<file path="config.mk">
export PLATFORM = sky130hd
export DESIGN_NAME = dma_2d
export DESIGN_NICKNAME = d
export VERILOG_FILES = /design/src/rtl/config_pkg.sv /design/src/rtl/dma_resp_fifo.sv /design/src/rtl/dma_2d.sv
export SDC_FILE = /design/constraint.sdc
export NUM_CORES = 2
export LEC_CHECK = 0
export ABC_AREA = 1
export BUFFER_PORTS_ARGS = -buffer_cell sky130_fd_sc_hd__buf_2
export CORE_MARGIN = 2
export CORE_UTILIZATION = 40
export CTS_BUF_LIST = sky130_fd_sc_hd__clkbuf_8
export DETAILED_ROUTE_END_ITERATION = 8
export PLACE_DENSITY = 0.63
export REMOVE_ABC_BUFFERS = 1
export SYNTH_ARGS = -nofsm -noshare
export SYNTH_HDL_FRONTEND = slang
export SYNTH_HIERARCHICAL = 1
export SYNTH_SLANG_ARGS = --single-unit
</file>
<file path="constraint.sdc">
create_clock -name clk -period 9.3 [get_ports clk]
set_input_delay 1.86 -clock clk [delete_from_list [all_inputs] [get_ports clk]]
set_output_delay 1.86 -clock clk [all_outputs]
set_load 0.05 [all_outputs]
</file>
<file path="src/rtl/config_pkg.sv">
// Shared configuration for the copy-engine family: pipeline depth and DMA FSM states.
package config_pkg;

   localparam int DMA_PIPELINE_DEPTH = 4;

   typedef enum logic [1:0] {
      IDLE  = 2'd0,
      RUN   = 2'd1,
      DRAIN = 2'd2,
      DONE  = 2'd3
   } dma_state_t;

endpackage

</file>
<file path="src/rtl/dma_resp_fifo.sv">
// In-order read-response buffer. Each entry is allocated with its write index when the
// read is issued, filled when the response returns, and popped once it has been written.
module dma_resp_fifo #(
   parameter int DEPTH  = 4,
   parameter int AW     = 30,
   parameter int DATA_W = 32,
   localparam int PW    = $clog2(DEPTH),
   localparam int CW    = $clog2(DEPTH) + 1
) (
   input  logic              clk,
   input  logic              rst,
   input  logic              i_clear,
   input  logic              i_push,
   input  logic [AW-1:0]     i_pushAddr,
   input  logic              i_fill,
   input  logic [DATA_W-1:0] i_fillData,
   input  logic              i_pop,
   output logic              o_headFilled,
   output logic [AW-1:0]     o_headAddr,
   output logic [DATA_W-1:0] o_headData,
   output logic [CW-1:0]     o_count,
   output logic [CW-1:0]     o_outstanding
);

   logic [AW-1:0]     r_addr [DEPTH];
   logic [DATA_W-1:0] r_data [DEPTH];
   logic [DEPTH-1:0]  r_filled;
   logic [PW-1:0]     r_allocPtr;
   logic [PW-1:0]     r_fillPtr;
   logic [PW-1:0]     r_popPtr;
   logic [CW-1:0]     r_count;
   logic [CW-1:0]     r_outstanding;
   logic              w_fillOk;

   // A response with no allocated-but-unfilled entry belongs to nobody and is dropped.
   assign w_fillOk = i_fill && (r_outstanding != '0);

   always_ff @(posedge clk) begin
      if (rst || i_clear) begin
         r_filled      <= '0;
         r_allocPtr    <= '0;
         r_fillPtr     <= '0;
         r_popPtr      <= '0;
         r_count       <= '0;
         r_outstanding <= '0;
      end else begin
         if (i_push) begin
            r_filled[r_allocPtr] <= 1'b0;
            r_allocPtr           <= r_allocPtr + PW'(1);
         end
         if (w_fillOk) begin
            r_filled[r_fillPtr] <= 1'b1;
            r_fillPtr           <= r_fillPtr + PW'(1);
         end
         if (i_pop) begin
            r_popPtr <= r_popPtr + PW'(1);
         end
         r_count       <= r_count + CW'(i_push) - CW'(i_pop);
         r_outstanding <= r_outstanding + CW'(i_push) - CW'(w_fillOk);
      end
   end

   always_ff @(posedge clk) begin
      if (i_push) begin
         r_addr[r_allocPtr] <= i_pushAddr;
      end
      if (w_fillOk) begin
         r_data[r_fillPtr] <= i_fillData;
      end
   end

   assign o_headFilled  = (r_count != '0) && r_filled[r_popPtr];
   assign o_headAddr    = r_addr[r_popPtr];
   assign o_headData    = r_data[r_popPtr];
   assign o_count       = r_count;
   assign o_outstanding = r_outstanding;

endmodule

</file>
<file path="src/rtl/dma_2d.sv">
// Word-granular 1D memmove / strided 2D rectangle copy engine with a bounded read pipeline,
// read/write backpressure, abort with drain, and sticky error reporting.
module dma_2d import config_pkg::*; #(
   parameter int DATA_W = 32,
   parameter int ADDR_W = 32,
   parameter int LEN_W  = 16,
   parameter int DEPTH  = config_pkg::DMA_PIPELINE_DEPTH
) (
   input  logic              clk,
   input  logic              rst,
   input  logic              start,
   input  logic [ADDR_W-1:0] src_addr,
   input  logic [ADDR_W-1:0] dst_addr,
   input  logic [LEN_W-1:0]  row_len,
   input  logic [LEN_W-1:0]  rows,
   input  logic [ADDR_W-1:0] src_stride,
   input  logic [ADDR_W-1:0] dst_stride,
   input  logic              src_resident,
   input  logic              dst_resident,
   input  logic              abort,
   output logic              busy,
   output logic              done,
   output logic              error,
   output logic              mem_read_en,
   input  logic              mem_read_ready,
   output logic [ADDR_W-3:0] mem_read_addr,
   input  logic [DATA_W-1:0] mem_read_data,
   input  logic              mem_read_valid,
   output logic              mem_write_en,
   input  logic              mem_write_ready,
   output logic [ADDR_W-3:0] mem_write_addr,
   output logic [DATA_W-1:0] mem_write_data
);

   localparam int AW = ADDR_W - 2;
   localparam int CW = $clog2(DEPTH) + 1;
   localparam int TW = 2 * LEN_W;

   dma_state_t        r_state;
   logic              r_done;
   logic              r_error;
   logic              r_backward;
   logic [LEN_W-1:0]  r_rowLen;
   logic [LEN_W-1:0]  r_col;
   logic [AW-1:0]     r_srcBase;
   logic [AW-1:0]     r_dstBase;
   logic [AW-1:0]     r_srcStride;
   logic [AW-1:0]     r_dstStride;
   logic [AW-1:0]     r_rdAddr;
   logic [AW-1:0]     r_wrAddr;
   logic [TW-1:0]     r_issueLeft;
   logic [TW-1:0]     r_writeLeft;

   logic [AW-1:0]     w_srcIdx;
   logic [AW-1:0]     w_dstIdx;
   logic [AW-1:0]     w_lenM1;
   logic [LEN_W-1:0]  w_rowsEff;
   logic [TW-1:0]     w_total;
   logic              w_backward;
   logic              w_cmdOk;
   logic              w_readEn;
   logic              w_readHs;
   logic              w_writeEn;
   logic              w_writeHs;
   logic              w_lastCol;
   logic              w_clear;
   logic              w_headFilled;
   logic [AW-1:0]     w_headAddr;
   logic [DATA_W-1:0] w_headData;
   logic [CW-1:0]     w_fifoCount;
   logic [CW-1:0]     w_outstanding;
   logic              w_unused;

   assign w_srcIdx  = src_addr[ADDR_W-1:2];
   assign w_dstIdx  = dst_addr[ADDR_W-1:2];
   assign w_lenM1   = AW'(row_len) - AW'(1);
   assign w_rowsEff = (rows == '0) ? LEN_W'(1) : rows;
   assign w_total   = TW'(row_len) * TW'(w_rowsEff);
   assign w_cmdOk   = src_resident && dst_resident && (row_len != '0);
   assign w_unused  = ^{src_addr[1:0], dst_addr[1:0], src_stride[ADDR_W-1:AW], dst_stride[ADDR_W-1:AW]};

   // Overlapping 1D copy with the destination above the source must run top-down.
   assign w_backward = (rows <= LEN_W'(1)) && (w_dstIdx > w_srcIdx) &&
                       (({1'b0, w_srcIdx} + (AW+1)'(row_len)) > {1'b0, w_dstIdx});

   assign w_readEn  = (r_state == RUN) && (w_fifoCount < CW'(DEPTH)) && (r_issueLeft != '0);
   assign w_readHs  = w_readEn && mem_read_ready;
   assign w_writeEn = (r_state == RUN) && w_headFilled;
   assign w_writeHs = w_writeEn && mem_write_ready;
   assign w_lastCol = (r_col == r_rowLen - LEN_W'(1));
   assign w_clear   = (r_state == DRAIN) && (w_outstanding == '0);

   dma_resp_fifo #(
      .DEPTH  (DEPTH),
      .AW     (AW),
      .DATA_W (DATA_W)
   ) u_fifo (
      .clk           (clk),
      .rst           (rst),
      .i_clear       (w_clear),
      .i_push        (w_readHs),
      .i_pushAddr    (r_wrAddr),
      .i_fill        (mem_read_valid),
      .i_fillData    (mem_read_data),
      .i_pop         (w_writeHs),
      .o_headFilled  (w_headFilled),
      .o_headAddr    (w_headAddr),
      .o_headData    (w_headData),
      .o_count       (w_fifoCount),
      .o_outstanding (w_outstanding)
   );

   always_ff @(posedge clk) begin
      if (rst) begin
         r_state     <= IDLE;
         r_done      <= 1'b0;
         r_error     <= 1'b0;
         r_backward  <= 1'b0;
         r_rowLen    <= '0;
         r_col       <= '0;
         r_srcBase   <= '0;
         r_dstBase   <= '0;
         r_srcStride <= '0;
         r_dstStride <= '0;
         r_rdAddr    <= '0;
         r_wrAddr    <= '0;
         r_issueLeft <= '0;
         r_writeLeft <= '0;
      end else begin
         r_done <= 1'b0;
         case (r_state)
            IDLE: begin
               if (start && !w_cmdOk) begin
                  r_error <= 1'b1;
                  r_done  <= 1'b1;
                  r_state <= DONE;
               end else if (start) begin
                  r_error     <= 1'b0;
                  r_backward  <= w_backward;
                  r_rowLen    <= row_len;
                  r_col       <= '0;
                  r_srcBase   <= w_srcIdx;
                  r_dstBase   <= w_dstIdx;
                  r_srcStride <= src_stride[AW-1:0];
                  r_dstStride <= dst_stride[AW-1:0];
                  r_rdAddr    <= w_backward ? w_srcIdx + w_lenM1 : w_srcIdx;
                  r_wrAddr    <= w_backward ? w_dstIdx + w_lenM1 : w_dstIdx;
                  r_issueLeft <= w_total;
                  r_writeLeft <= w_total;
                  r_state     <= RUN;
               end
            end
            RUN: begin
               // Both indices advance together; the write index travels with the read in the FIFO.
               if (w_readHs) begin
                  r_issueLeft <= r_issueLeft - TW'(1);
                  if (r_backward) begin
                     r_rdAddr <= r_rdAddr - AW'(1);
                     r_wrAddr <= r_wrAddr - AW'(1);
                  end else if (w_lastCol) begin
                     r_col     <= '0;
                     r_srcBase <= r_srcBase + r_srcStride;
                     r_dstBase <= r_dstBase + r_dstStride;
                     r_rdAddr  <= r_srcBase + r_srcStride;
                     r_wrAddr  <= r_dstBase + r_dstStride;
                  end else begin
                     r_col    <= r_col + LEN_W'(1);
                     r_rdAddr <= r_rdAddr + AW'(1);
                     r_wrAddr <= r_wrAddr + AW'(1);
                  end
               end
               if (w_writeHs) begin
                  r_writeLeft <= r_writeLeft - TW'(1);
               end
               if (abort) begin
                  r_state <= DRAIN;
               end else if (w_writeHs && (r_writeLeft == TW'(1))) begin
                  r_done  <= 1'b1;
                  r_state <= DONE;
               end
            end
            DRAIN: begin
               if (w_outstanding == '0) begin
                  r_error <= 1'b1;
                  r_done  <= 1'b1;
                  r_state <= DONE;
               end
            end
            DONE: begin
               r_state <= IDLE;
            end
            default: begin
               r_state <= IDLE;
            end
         endcase
      end
   end

   assign busy           = (r_state != IDLE);
   assign done           = r_done;
   assign error          = r_error;
   assign mem_read_en    = w_readEn;
   assign mem_read_addr  = w_readEn ? r_rdAddr : '0;
   assign mem_write_en   = w_writeEn;
   assign mem_write_addr = w_writeEn ? w_headAddr : '0;
   assign mem_write_data = w_writeEn ? w_headData : '0;

endmodule

</file>
* Word level (Yosys, flattened, before mapping)
Memories as Yosys holds them, arrays and structs flattened. A register that Yosys moved wholly into a read port is not among the register bits. Cells that the tools add are included.
Operators by class: multiply operators 1, reductions and logical operators 35, eq/ne operators 14, bitwise logic cells 4, mux-type cells 74, add/sub/neg operators 21, magnitude comparators 9
Operator list (number):
- $mux 30 | 24
- $pmux 30 s2 | 4
- $mux 32 | 5
- $pmux 32 s2 | 2
- $add 30x30->30 | 4
- $mux 16 | 6
- $sub 32x1->32 const B | 2
- $add 30x1->30 const B | 2
- $sub 30x1->30 const B | 2
- $eq 32x1->1 const B | 1
- $mul 16x16->32 | 1
- $pmux 16 s2 | 1
- $reduce_bool 32->1 | 1
- $add 30x16->31 | 1
- $gt 31x30->1 | 1
- $gt 30x30->1 | 1
- $mux 2 | 9
- $sub 16x1->17 const B | 1
- $add 16x1->16 const B | 1
- $eq 16x16->1 | 1
- $le 16x1->1 const B | 1
- $logic_and 1x1->1 | 16
- $logic_not 16->1 | 1
- $reduce_bool 16->1 | 1
- 34 further kinds | 69
Storage, ports and cells: register bits 297, input bits 201, bits in writable memories 248, output and inout port bits 97, logic and storage cells 180, memories kept 2
Memory list:
- u_fifo.r_data | depth 4, bits a word 32, read ports 1, clocked after memory_dff 1, wr ports 1, RTL line dma_resp_fifo.sv:26 | logic [DATA_W-1:0] r_data [DEPTH];
- u_fifo.r_addr | depth 4, bits a word 30, read ports 1, clocked after memory_dff 1, wr ports 1, RTL line dma_resp_fifo.sv:25 | logic [AW-1:0] r_addr [DEPTH];

* Logic depth before layout (Yosys ltp)
depth after elaboration 10, gate-level depth with buffers 32

* Cells and area by module
The synthesis kept the hierarchy.
Modules (own cells, without submodules):
- dma_2d | seq. area each 5625.4 µm², area each 38105.3 µm², cells each 6249, instances 1
- dma_resp_fifo | seq. area each 7807.5 µm², area each 10720.3 µm², cells each 726, instances 1

* Worst setup path after synthesis
OpenSTA, ideal clock, no wires.
path type input-to-reg, start point input port row_len[0], end point register r_writeLeft[26], arrival 7.333 ns, stages 24, slack 1.858 ns, data required time 9.191 ns, setup time 0.109 ns, path buffers 2, cells stage by stage clkbuf_1 > clkbuf_1 > nand2_1 > fa_1 > fa_1 > inv_1 > fa_1 > fa_1 > fa_1 > inv_1 > fa_1 > inv_1 > ha_1 > a21oi_1 > inv_1 > a31oi_1 > o21ai_0 > a21oi_1 > o21ai_0 > or2_2 > nand2_1 > nand3_1 > nand2_1 > inv_1
On the way: longest elaborated chain between the ends 6, elaborated cells on any way between the ends 10, classes of those cells 1 x mul; 1 x eq/ne; 3 x mux; 5 x reduce/logical
RTL lines:
- start: declaration | RTL line dma_2d.sv:14 | input logic [LEN_W-1:0] row_len,
- parallel branches: the longest is 6 deep, another holds $mul 16x16->32
- end signal: assignment | RTL line dma_2d.sv:149 | r_writeLeft <= w_total;
- end signal: assignment | RTL line dma_2d.sv:173 | r_writeLeft <= r_writeLeft - TW'(1);
- end: declaration | RTL line dma_2d.sv:52 | logic [TW-1:0] r_writeLeft;
Parallel ways; which one is timed is not known. The select of a mux whose other input is x is not followed. A chain may end at the register's enable or synchronous reset.

* Worst setup path after layout
start point input port row_len[5], end point register r_writeLeft[26]
Same word-level chain as after synthesis.

==> impl_metrics.csv <==
group,metric,value,unit
status,status,"finished, violations left",
status,violations,"design-rule violations",
place,place_ws,1.33,ns
sta,hold_viol_final,0,
cts,clkTransAtPathRegs,0.06,ns
routing,drt_iter0_markers,4265,
synthesis,yosysSeqAreaShare,0.275,
layout,syn2layout_area_growth,9.18,%
synthesis,synth_seq_cells,547,
power_and_ir_drop,peakVddDrop,433,uV
sta,slew_headroom,0.197,
routing,drc,6,
power_and_ir_drop,cellPowerDensity,278,mW/mm2
sta,post-route-period-util,0.772,
sta,skew,0.0607,ns
flow_run,cap_violations,0,
routing,wl_per_cell,20.2,um
worst_setup_path,arrival,7.91,ns
sta,period_minus_slack,7.18,ns
floorplanning,start_util,0.402,
cts,clock_latency,0.84,ns
synthesis,ys_warn_count,6,
cts,cts_buffer_depth,3,
place,place_inst,8624,
global_route,antenna_found_initial,10,
routing,drt_pre_antenna_iters,9,
place,io_buffer_count,289,
place,dp_hpwl,135,mm
sta,rsz0062_at_grt,"false",
floorplanning,fp-row-count,128,
power_and_ir_drop,power_leakage,25.7,nW
synthesis,syn_area,0.0488,mm2
routing,vias,47324,
sta,fmax,139,MHz
global_route,grtUsageTotal,0.279,
sta,slew_viol_final,0,
place,gp_congestion,1.03,
sta,setup_ws,2.12,ns
floorplanning,pin_count,298,
worst_setup_path,cp_data_required_time,10.03,ns
synthesis,avgSynthCellArea,7.00,um2
cts,postCtsHoldBufs,0,
routing,final_antenna_net_count,0,
floorplanning,dieHeight,353,um
cts,cts_sinks,547,
floorplanning,die-width,353,um
layout,final_nets,7824,
hold_path,hold_class,"reg -> reg",
global_route,grt-ovfl-total,0,
routing,vias_per_cell,5.37,
sta,setup-tns-final,0,ns
sta,whs,0.465,ns
global_route,grt_max_degree,125,
synthesis,yosys.area.top_type,"edfxtp_1",
floorplanning,dieArea,0.125,mm2
synthesis,syn_inst,6975,
cts,cts.htree.levels,3,
cts,cts_setup_buffers,0,
cts,cts-buffers-inserted,99,
sta,worst_pin_slew,1.20,ns
worst_setup_path,worstPathMaxFanout,20,
global_route,grt_pass1_wl,268,mm
layout,drive_above_1_share,0.0906,
synthesis,synth_top_area_frac,0.153,
worst_setup_path,endpoint_kind,"flip-flop",
synthesis,synthDistinctLibCells,61,
cts,cts-root-buf,"clkbuf_8",
layout,stdcell_count,8809,
synthesis,synth.area.top_cells,"edfxtp_1 15%, nand2_1 12%, dfxtp_1 12%",
floorplanning,core,0.121,mm2
worst_setup_path,worstSetupStartpointType,"primary input",
worst_setup_path,crit_type,"in -> reg",
cts,cts_tree,"yes",
cts,postCtsResizedCells,0,
global_route,grt_pass1_vias,45088,
routing,routed_wl,178,mm
sta,setup_viol,0,
[worst max-delay path, stage by stage]
cell and delay (ns):
buf_2 0.48, nand2_1 0.19, fa_1 0.58, inv_1 0.05, fa_1 0.47, fa_1 0.54, fa_1 0.52, fa_1 0.56
inv_1 0.06, fa_1 0.53, inv_1 0.07, ha_1 0.38, a21oi_1 0.17, inv_1 0.07, a31oi_1 0.19, o21ai_0 0.14
a21oi_1 0.25, o21ai_0 0.19, or2_2 0.31, nand2_1 0.11, nand3_1 0.08, nand2_1 0.08, inv_1 0.04
[layout by cell type (no fill, tap or decap), types with 20 or more instances in the layout]
cell type	Yosys	final
xor2_1	174	174
nor4_1	27	27
nor2_2	70	70
nand2_1	1619	1618
o21ai_1	47	47
ha_1	322	321
nor2_1	699	699
fa_1	201	201
buf_4	4	31
edfxtp_1	248	248
o21bai_1	20	20
clkbuf_8	0	114
a21o_1	21	21
o211ai_1	39	39
a31oi_1	47	47
o22ai_2	60	60
nand4_1	117	117
a21oi_1	574	573
buf_2	59	288
nand3_1	342	342
xnor2_1	62	62
o21ai_0	461	461
inv_1	1033	1054
nor3_1	86	86
dfxtp_1	299	297
[final timing paths]
kind / startpoint / to / slack, ns / depth (start not counted)
worst max-delay path: row_len[5] / r_writeLeft[26] / 2.12 / 23
worst min register to register: u_fifo/r_filled[2] / u_fifo/r_filled[2] / 0.46 / 2
worst min-delay path: u_fifo/r_filled[2] / u_fifo/r_filled[2] / 0.46 / 2
worst max register to register: r_issueLeft[0] / r_dstBase[19] / 4.25 / 17
[flip-flops by register name, indices dropped and copies added (netlist names), 32 cells and up, named ones only]
signal         flops
r_issueLeft       32
r_writeLeft       32
u_fifo/r_addr    120
u_fifo/r_data    128
[layer usage]
| layer | global-route usage | vias to the layer above | wire [um] |
|---|---|---|---|
| met3 | 0.0377 | 370 | 12400 |
| met1 | 0.366 | 22284 | 75400 |
| met2 | 0.445 | 1784 | 79100 |
| li1 | - | 22880 | - |
| met5 | 0 | - | 39 |
| met4 | 0.152 | 6 | 10600 |
[power by group]
group	total [W]	leakage [nW]	switching, W	internal (W)
clock	0.00239	1.14	0.00116	0.00123
combinational	0.00900	19.8	0.00604	0.00296
sequential	0.00344	4.71	0.000460	0.00298
total	0.0148	25.7	0.00766	0.00718
[through the flow]
step / area [um2] / utilization / total power, W
detailed placement: 51200 / 0.422 / 0.0124
CTS: 53300 / 0.439 / 0.0149
global placement: 51200 / 0.422 / 0.0123
floorplan: 47500 / - / 0.00971
finish: 53300 / 0.439 / 0.0148
global route: 53300 / 0.439 / 0.0162
[synthesized netlist by cell type, drive strengths merged]
library cell,instances
nand2,1628
inv,1044
nor2,772
a21oi,574
o21ai,509
nand3,343
ha,322
dfxtp,299
edfxtp,248
fa,201
clkbuf,197
xor2,175
nand4,118
buf,98
nor3,90
o22ai,69
xnor2,62
a31oi,47
o211ai,39
nor4,27
a21o,21
o21bai,20
nand3b,17
or2,14
a21boi,8
and2,6
a211oi,5
clkinv,5
nor3b,4
o21a,4
o31ai,2
a221oi,1
a41oi,1
and3,1
nor4b,1
o2111ai,1
o221ai,1
or3,1
[final cells by class]
type / count / area [um2]
sequential: 547 / 13400
inverter: 1049 / 3960
tap: 1625 / 2030
clock buffer: 114 / 1570
clock inverter: 65 / 497
timing repair buffer: 319 / 1670
fill: 12850 / 68100
multi-input combinational: 5084 / 30100
antenna: 6 / 15.0
[logic make-up after synthesis]
group           count (synthesis)  share of synthesized area
flops                         547                      0.275
simple gates                 3022                      0.259
buf+inv                      1344                      0.109
fa+ha+maj                     523                      0.165
xor+xnor                      237                     0.0427
compound gates               1302                      0.150
Power figures use the tool's default switching activity.
